[config.mk]
export PLATFORM = sky130hd
export DESIGN_NAME = sprite_painter
export DESIGN_NICKNAME = d
export VERILOG_FILES = /design/src/rtl/sprite_painter.sv
export SDC_FILE = /design/constraint.sdc
export NUM_CORES = 1
export LEC_CHECK = 0
export CORE_UTILIZATION = 40
export CTS_CLUSTER_SIZE = 20
export DETAILED_ROUTE_END_ITERATION = 8
export PLACE_DENSITY = 0.61
export SLEW_MARGIN = 30
export SYNTH_ARGS = -nofsm -noshare
export SYNTH_HDL_FRONTEND = slang
export SYNTH_SLANG_ARGS = --single-unit
[constraint.sdc]
create_clock -name clk -period 2.2 [get_ports clk]
set_clock_uncertainty 0.05 [all_clocks]
set_input_delay 0.44 -clock clk [delete_from_list [all_inputs] [get_ports clk]]
set_output_delay 0.44 -clock clk [all_outputs]
set_load 0.05 [all_outputs]
[src/rtl/sprite_painter.sv]
// Sprite pixel engine: paints a SIZE x SIZE square (draw or erase) one pixel per
// cycle into the VGA adapter, then reports completion via a four-phase handshake.
module sprite_painter #(
  parameter int unsigned SIZE     = 4,
  parameter logic [2:0]  BG_COLOR = 3'b000,
  parameter int unsigned X_MAX    = 160,
  parameter int unsigned Y_MAX    = 120
) (
  input  logic       clk,
  input  logic       resetn,
  input  logic [7:0] x_in,
  input  logic [6:0] y_in,
  input  logic [2:0] color_in,
  input  logic       start_draw,
  input  logic       start_erase,
  output logic       done_draw,
  output logic       done_erase,
  output logic       busy,
  output logic       plot,
  output logic [7:0] vga_x,
  output logic [6:0] vga_y,
  output logic [2:0] vga_color
);

  localparam logic [2:0] LAST  = 3'(SIZE - 1);
  localparam logic [8:0] X_LIM = 9'(X_MAX);
  localparam logic [7:0] Y_LIM = 8'(Y_MAX);

  typedef enum logic [1:0] {S_IDLE, S_PAINT, S_DONE} state_t;

  state_t     state_q, state_d;
  logic       op_draw_q, op_draw_d;
  logic [7:0] x0_q, x0_d;
  logic [6:0] y0_q, y0_d;
  logic [2:0] col_q, col_d;
  logic [2:0] dx_q, dx_d;
  logic [2:0] dy_q, dy_d;
  logic       plot_q, plot_d;
  logic [7:0] vga_x_q, vga_x_d;
  logic [6:0] vga_y_q, vga_y_d;
  logic [2:0] vga_col_q, vga_col_d;
  logic       done_draw_q, done_draw_d;
  logic       done_erase_q, done_erase_d;
  logic       busy_q, busy_d;

  logic [8:0] x_sum;
  logic [7:0] y_sum;
  logic       req_hold;

  // State and output registers
  always_ff @(posedge clk) begin
    if (!resetn) begin
      state_q      <= S_IDLE;
      op_draw_q    <= 1'b0;
      x0_q         <= '0;
      y0_q         <= '0;
      col_q        <= '0;
      dx_q         <= '0;
      dy_q         <= '0;
      plot_q       <= 1'b0;
      vga_x_q      <= '0;
      vga_y_q      <= '0;
      vga_col_q    <= '0;
      done_draw_q  <= 1'b0;
      done_erase_q <= 1'b0;
      busy_q       <= 1'b0;
    end else begin
      state_q      <= state_d;
      op_draw_q    <= op_draw_d;
      x0_q         <= x0_d;
      y0_q         <= y0_d;
      col_q        <= col_d;
      dx_q         <= dx_d;
      dy_q         <= dy_d;
      plot_q       <= plot_d;
      vga_x_q      <= vga_x_d;
      vga_y_q      <= vga_y_d;
      vga_col_q    <= vga_col_d;
      done_draw_q  <= done_draw_d;
      done_erase_q <= done_erase_d;
      busy_q       <= busy_d;
    end
  end

  // Next-state, scan counters and pixel output
  always_comb begin
    state_d   = state_q;
    op_draw_d = op_draw_q;
    x0_d      = x0_q;
    y0_d      = y0_q;
    col_d     = col_q;
    dx_d      = dx_q;
    dy_d      = dy_q;
    plot_d    = 1'b0;
    vga_x_d   = vga_x_q;
    vga_y_d   = vga_y_q;
    vga_col_d = vga_col_q;

    x_sum    = {1'b0, x0_q} + {6'b0, dx_q};
    y_sum    = {1'b0, y0_q} + {5'b0, dy_q};
    req_hold = op_draw_q ? start_draw : start_erase;

    case (state_q)
      S_IDLE: begin
        if (start_draw) begin
          x0_d      = x_in;
          y0_d      = y_in;
          col_d     = color_in;
          op_draw_d = 1'b1;
          dx_d      = '0;
          dy_d      = '0;
          state_d   = S_PAINT;
        end else if (start_erase) begin
          x0_d      = x_in;
          y0_d      = y_in;
          col_d     = BG_COLOR;
          op_draw_d = 1'b0;
          dx_d      = '0;
          dy_d      = '0;
          state_d   = S_PAINT;
        end
      end
      S_PAINT: begin
        // Off-frame pixels still consume their scan cycle, just without a write
        plot_d    = (x_sum < X_LIM) && (y_sum < Y_LIM);
        vga_x_d   = x_sum[7:0];
        vga_y_d   = y_sum[6:0];
        vga_col_d = col_q;
        if (dx_q == LAST) begin
          dx_d = '0;
          if (dy_q == LAST) begin
            dy_d    = '0;
            state_d = S_DONE;
          end else begin
            dy_d = dy_q + 3'd1;
          end
        end else begin
          dx_d = dx_q + 3'd1;
        end
      end
      S_DONE: begin
        if (!req_hold) state_d = S_IDLE;
      end
      default: state_d = S_IDLE;
    endcase

    busy_d       = (state_d != S_IDLE);
    done_draw_d  = (state_q == S_DONE) && (state_d == S_DONE) && op_draw_q;
    done_erase_d = (state_q == S_DONE) && (state_d == S_DONE) && !op_draw_q;
  end

  assign plot       = plot_q;
  assign vga_x      = vga_x_q;
  assign vga_y      = vga_y_q;
  assign vga_color  = vga_col_q;
  assign done_draw  = done_draw_q;
  assign done_erase = done_erase_q;
  assign busy       = busy_q;

endmodule

==> impl_results.md <==
- Status: completed
- Reg2reg start: dx_q[0]$_SDFFE_PN0P_
- Crit-path max FO: 2
- Clock H-tree levels: 2
- Tot GR Track Use: 17.0%
- Num CTS Buffers: 5
- RePlAce Congestion: 0.826
- Adder-cell share of the synthesized area: 6.41%
- WP data required: 1.71 ns
- Number of setup buffers added after CTS: 0
- Slew @ Worst Pin: 0.604 ns
- Via count: 1853
- Post-CTS Hold Fix Bufs: 0
- CP max-delay cell: clkdlybuf4s50_1
- Commonest non-fill, non-tap cell in the layout: nand2_1
- Hold_sp: col_q[1]$_SDFFE_PN0P_
- Post-Syn Area per Cell: 8.51 um^2
- Starting Density: 42.3%
- Main combinational cell family by area after synthesis: simple AND/OR/NAND/NOR gates
- Iter 0 DRT Violations: 83
- Crit path kind: flop to output port
- Minimum clock period: 1.96 ns
- Nets: 335
- Sequential area share after synthesis: 44.9%
- CP delay by family, top: buffers and inverters
- Syn Inst Count: 257
- Register bit count reported by yosys: 49
- Final Hold Viols: 0
- # setup viols final: 0
- P_leak: 1.02 nW
- Commonest cells after routing, fill and taps aside: nand2_1 (51), dfxtp_1 (49), clkdlybuf4s50_1 (43)
- Fin crit share: 89.2%
- Gates resized, CTS repair: 0
- Worst endpoint data arrival time: 1.47 ns
- Netlist cell types: 42
- Total power: 1.85 mW
- Pins Over Slew Limit: 0
- Finished Cell Area: 2780 um^2
- Max-Slew Margin vs Limit: 59.8%
- Worst r2r dst: vga_x[6]$_SDFFE_PN0P_
- CP peak stage delay: 0.81 ns
- Mux cell area share after synthesis: 0%
- Hold/Removal Path Class: flop to flop
- CP startpoint kind: flop
- P per Cell Area: 667 nW/um^2
- Synth Area in Simple Gates: 22.3%
- FF-to-FF path depth: 7
- Maximum clock insertion buffer count: 2
- RSZ-0062 raised after global routing: no
- Post-Synth XOR/XNOR Area: 3.21%
- DRC: 0
- Die width: 75.9 um
- Die height: 75.9 um
- Max-Cap Viols: 0
- Syn. warnings: 0
- Final ANT Viol Nets: 0
- Hpwl dp: 3.36 mm
- CP Buf/Inv Count: 1
- Syn_nets: 289
- CP Cell Sequence: clkdlybuf4s50_1
- Hold Path End: vga_color[1]$_SDFFE_PN0P_
- Max Clk Rate: 0.510 GHz
- Drt via density: 4.95
- I/O pins: 44
- GRT overflow: 0
- N_diodes: 0
- R2r setup slk: 0.32 ns
- CTS tree: done
- First-pass DRT Iterations: 4
- Wirelength per Cell: 12.3 um
- Worst VDD drop: 0.284 mV
- Synthesized area: 2190 um^2
- Crit. End Element: output port
- Total Neg Setup Slack: 0 ns
- Clk pin slew, worst setup/hold paths: 0.09 ns
- Area post-placement: 2700 um^2
- Routed WL: 4.61 mm
- Complex-gate fraction of the synthesized area: 19.1%
- CORE AREA: 5170 um^2
- Largest net degree at the start of global routing: 24
- Vias in the first global route: 1690
- Site Rows: 26
- Clk sinks: 49
- Worst-Skew Late Latency: 0.30 ns
- Die ar.: 5760 um^2
- Root buffer cell: clkbuf_8
- First-pass GRT wire length: 7.85 mm
- Initial antenna violation count: 0
- Worst Hold Path Cells: 2
- I/O Buffers: 43
- Share of cells above drive strength 1: 7.57%
- Area delta synth->final: 27.1%
cell type report:
class / count / area, um^2
inverter: 5 / 18.8
clock buffer: 6 / 72.6
fill: 498 / 2390
clock inverter: 2 / 10.0
sequential: 49 / 981
tap: 70 / 87.6
multi-input combinational: 191 / 1120
timing repair buffer: 51 / 490
synth_stat cells, drive strengths merged:
| cell | instances | share of area [%] |
|---|---|---|
| a31o | 1 | 0.40 |
| o21a | 1 | 0.34 |
| nand3b | 1 | 0.34 |
| buf | 8 | 2.6 |
| a211oi | 7 | 2.4 |
| or3 | 3 | 0.86 |
| xnor2 | 3 | 1.2 |
| nor2 | 18 | 3.1 |
| fa | 2 | 1.8 |
| o2111ai | 1 | 0.40 |
| ha | 8 | 4.6 |
| and2 | 2 | 0.57 |
| dfxtp | 49 | 45 |
| nand3 | 8 | 1.8 |
| xor2 | 5 | 2.0 |
| a31oi | 4 | 1.1 |
| o22ai | 1 | 0.29 |
| nor4b | 1 | 0.69 |
| nand4 | 2 | 0.57 |
| clkbuf | 4 | 0.69 |
| o21bai | 1 | 0.34 |
| nand4bb | 1 | 0.52 |
| o21ai | 12 | 2.9 |
| a21o | 2 | 0.74 |
| nor2b | 4 | 1.1 |
| nand2b | 6 | 1.7 |
| nor4 | 1 | 0.57 |
| o311a | 1 | 0.46 |
| and3 | 1 | 0.29 |
| nor3 | 4 | 0.92 |
| nand4b | 1 | 0.40 |
| a32o | 3 | 1.4 |
| o211ai | 1 | 0.34 |
| nand2 | 51 | 8.8 |
| a21oi | 34 | 8.0 |
| inv | 5 | 0.86 |
logic make-up after synthesis:
kind of cell	count (synthesis)
AO/OA/AOI/OAI	69
XOR/XNOR	8
adder cells (fa/ha/maj)	10
buffers and inverters	17
flip-flops	49
AND/OR/NAND/NOR	104
registers in the layout (all words and copies together), names as in the netlist, 2 cells and up:
name,flops
vga_color,3
dx_q,3
y0_q,7
vga_y,7
dy_q,3
vga_x,8
x0_q,8
col_q,3
state_q,2
routing by layer:
metal	global-route usage, %	up-vias	part of all wire [%]
li1	-	986	-
met1	21.5	833	48
met5	0	-	0
met2	28.1	29	48
met4	5.19	0	1.2
met3	4.58	5	3.1
through the flow:
| step | util (%) | hold WS, ns | instances | setup slack, ns |
|---|---|---|---|---|
| after CTS | 53.7 | 0.407 | 374 | 0.222 |
| final | 53.7 | 0.403 | 374 | 0.238 |
| after detailed placement | 52.1 | 0.395 | 366 | 0.284 |
| after global placement | 52.1 | 0.392 | 366 | 0.357 |
| after global routing | 53.7 | 0.437 | 374 | 0.127 |
| after floorplan | - | 0.382 | 257 | 0.462 |
where the power goes:
part	internal [mW]	total, mW	switching [mW]
clock network	0.221	0.511	0.290
logic	0.145	0.357	0.212
registers	0.940	0.983	0.0432
total	1.31	1.85	0.545
worst max-delay path by stage:
stage	start	endpoint	slack, ns	depth (start not counted)
2_1_floorplan	dx_q[0]$_SDFFE_PN0P_	vga_x[6]$_SDFFE_PN0P_	0.46	7
3_5_place_dp	resetn	col_q[2]$_SDFFE_PN0P_	0.28	4
3_3_place_gp	resetn	plot$_SDFF_PN0_	0.36	4
4_1_cts	vga_x[3]$_SDFFE_PN0P_	vga_x[3]	0.22	1
6_report	vga_x[3]$_SDFFE_PN0P_	vga_x[3]	0.24	1
5_1_grt	dx_q[0]$_SDFFE_PN0P_	vga_x[4]$_SDFFE_PN0P_	0.13	7
No activity file was read; power rests on OpenSTA's default activity.
==> patch 1: new RTL, same flow settings <==
Register the output `vga_y` once more, without a reset; this adds one clock of latency there. The other outputs are not delayed to match.
--- a/src/rtl/sprite_painter.sv
+++ b/src/rtl/sprite_painter.sv
@@ -153,3 +153,5 @@
   assign vga_x      = vga_x_q;
-  assign vga_y      = vga_y_q;
+  always_ff @(posedge clk) begin
+    vga_y <= vga_y_q;
+  end
   assign vga_color  = vga_col_q;
Function: changed (a bounded check fails within 4 cycles, from zero or initial values and one cycle with resetn low).
==> patch 1 against the unedited design <==
- setup slack better by 0.0046 ns
- register-to-register slack lost 0.08 ns
- total power up 13%
- sequential power rose by 14%
- global-route usage shrank 0.38 points
- routed wire length is 4.9% higher
- area after synthesis up 11%
- sequential cell count up 7
- final area rose by 8.2%
- first-iteration DRC count decreased by 8.4%
- worst hold slack got worse by 0.098 ns
- critical path depth rose by 6
- fmax increased by 0.24%
- sequential share of layout area grew 2.0 points
- critical path type is now register to register
- largest cell class unchanged
- highest routed layer unchanged
==> patch 1: results <==
set metrics [dict create \
    multi_input_gates 194 \
    yosys-top-cells-area "dfxtp_1 (46%), nand2_1 (7.9%), a21oi_1 (6.8%)" \
    synth_common_cells "dfxtp_1 (56), nand2_1 (51), a21oi_1 (33)" \
    r2r_end "plot" \
    fillers 566 \
    cpMaxStageDelayCell "fa_1" \
    multi_input_area_share_pct 39.1 \
    rows 27 \
    hold-path-endpoint "vga_y[5]" \
    place_area_um2 2910 \
    routabilityCongestion 0.810 \
    routed_wl_mm 4.83 \
    hold_depth 0 \
    grt_max_degree 30 \
    arrival_ns 2.09 \
    seq_share_pct 37.3 \
    ir_drop_mv 0.436 \
    grt_pass1_wl_mm 8.30 \
    status "finished, final reports clean" \
    slowest_delay_ns 0.42 \
    bufAreaShareNonClock_pct 16.7 \
    drive_gt1_share_pct 8.95 \
    clkCellAreaFrac_pct 3.21 \
    leakage_uw 0.00115 \
    hold_ws_ns 0.305 \
    synth.distinct_cells 49 \
    routed-via-count 1940 \
    finalNetCount 345 \
    place_ws_ns 0.251 \
    hold_start "vga_y_q[5]" \
    cp_max_fo 6 \
    relSlewSlack_pct 58.8 \
    hpwl_mm 3.60 \
    grt.total_usage_pct 16.6 \
]
-- patch 1: power by group --
part,switching [uW],total [uW],leakage (uW),internal (uW)
registers,45.6,1120,0.000459,1070
logic,220,374,0.000638,154
clock network,310,591,0.0000503,281
total,576,2090,0.00115,1510
-- patch 1: routing by layer --
| metal | share of wire [%] | GRT usage, % |
|---|---|---|
| met3 | 3.5 | 3.20 |
| met2 | 45 | 27.4 |
| met5 | 0 | 0 |
| met4 | 0.62 | 3.82 |
| met1 | 51 | 22.2 |
-- patch 1: worst max-delay path, delay by kind of cell, from the launching register on --
kind	cells	cell delay, ns
AOI/OAI and AO/OA	2	0.38
DFF	1	0.39
and+or+nand+nor	2	0.27
adders and majority gates	2	0.67
buffers and inverters	1	0.08
-- patch 1: logic make-up (layout without fill, tap and decap cells) --
group | count (synthesis) | in the layout | synth area share, %
DFF | 56 | 56 | 46.4
AOI/OAI and AO/OA | 67 | 67 | 18.7
buffers and inverters | 20 | 63 | 5.02
adders and majority gates | 10 | 10 | 5.80
and+or+nand+nor | 109 | 109 | 21.2
xor gates and xnor gates | 8 | 8 | 2.90
-- patch 1: how the worst max path moves through the flow --
| stage | startpoint | end | slack [ns] | cells past startpoint |
|---|---|---|---|---|
| final | dx_q[0] | plot | 0.24 | 7 |
| after global routing | dx_q[0] | plot | 0.09 | 7 |
| after CTS | dx_q[0] | plot | 0.23 | 7 |
| after detailed placement | dx_q[0] | plot | 0.25 | 7 |
| after global placement | dx_q[0] | plot | 0.30 | 7 |
| after floorplan | dx_q[0] | plot | 0.38 | 7 |
-- patch 1: stage by stage --
step | util [%] | std cells | power (uW)
after floorplan | - | 270 | 1390
after global placement | 51.3 | 378 | 1520
after detailed placement | 51.3 | 378 | 1520
after CTS | 53.0 | 385 | 2110
after global routing | 53.0 | 385 | 2190
final | 53.0 | 385 | 2090
==> patch 2: new RTL, same flow settings <==
Without the edit above. `Y_MAX`: 120 -> 90.
--- a/src/rtl/sprite_painter.sv
+++ b/src/rtl/sprite_painter.sv
@@ -6,3 +6,3 @@
   parameter int unsigned X_MAX    = 160,
-  parameter int unsigned Y_MAX    = 120
+  parameter int unsigned Y_MAX    = 90
 ) (
Check against the original RTL: not equivalent (a bounded check fails within 4 cycles, from zero or initial values and one cycle with resetn low).
==> patch 2 against the unedited design <==
- sequential share of layout area fell by 0.81 points
- final area rose by 2.3%
- setup slack got worse by 0.025 ns
- via count rose by 3.7%
- critical path depth rose by 7
- routed wire length rose by 7.8%
- worst hold slack improved by 0.0034 ns
- clock power rose by 13%
- sequential cell count did not move
- total power rose by 5.2%
- area after synthesis rose by 1.1%
- largest cell class unchanged
==> patch 2: results <==
set metrics [dict create \
    cpMaxStageDelayCell "dfxtp_1" \
    multi_input_area_share_pct 40.3 \
    first_pass_iters 6 \
    leakage_uw 0.00109 \
    grt_max_degree 21 \
    grt.total_usage_pct 17.9 \
    routed_wl_mm 4.97 \
    grt_pass1_wl_mm 8.45 \
    tightest_slew_ns 0.588 \
    seq_area_frac_synth_pct 44.4 \
    grt_util_met1_pct 25.2 \
    finalNetCount 339 \
    n_all_inverters 4 \
    routed-via-count 1922 \
    bufAreaShareNonClock_pct 18.0 \
    synth_common_cells "nand2_1 (57), dfxtp_1 (49), a21oi_1 (34)" \
    status "finished, final reports clean" \
    worst_r2r_path_depth 8 \
    groute.layer.met2.usage_pct 27.8 \
    met2_length_mm 2.24 \
    ir_drop_mv 0.388 \
    buffers 54 \
    routabilityCongestion 0.771 \
    drt-vias-per-instance 5.08 \
    grt_pass1_vias 1756 \
    reg2reg_slack_ns 0.21 \
    hpwl_mm 3.60 \
    place_ws_ns 0.112 \
    use_met3_pct 3.35 \
    synth.distinct_cells 38 \
    cp_max_fo 4 \
    design_area_um2 2840 \
    fin_crit_sh_pct 90.3 \
    yosys-top-cells-area "dfxtp_1 (44%), nand2_1 (9.7%), a21oi_1 (7.7%)" \
    place_area_um2 2740 \
    slowest_delay_ns 0.39 \
    clkCellAreaFrac_pct 3.57 \
]
[patch 2: cell types whose count changed after synthesis, moves of 4 or more]
cell and change:
nor2_1 +7, buf_2 +6, nand2_1 +6, o21ai_0 -6
nand3_1 -5, buf_4 -4, nand2b_1 -4
[patch 2: kinds of logic after synthesis]
group                    after synthesis  share of synthesized area (%)
AND/OR/NAND/NOR                      109                           22.3
flip-flops                            49                           44.4
adder cells (fa/ha/maj)               10                           6.34
XOR/XNOR                              10                           3.96
AO/OA/AOI/OAI                         64                           19.1
buffers and inverters                 20                           3.91
[patch 2: where the power goes]
part | internal, uW | switching [uW]
Sequential | 941 | 44.0
Clock | 285 | 291
Combinational | 157 | 230
Total | 1380 | 565
[patch 2: path summary, 6_finish.rpt]
check                              start  endpoint
worst min register to register  vga_y[3]  vga_y[3]
worst max-delay path             dx_q[0]      plot
worst min-delay path            vga_y[3]  vga_y[3]
worst max register to register   dx_q[0]      plot
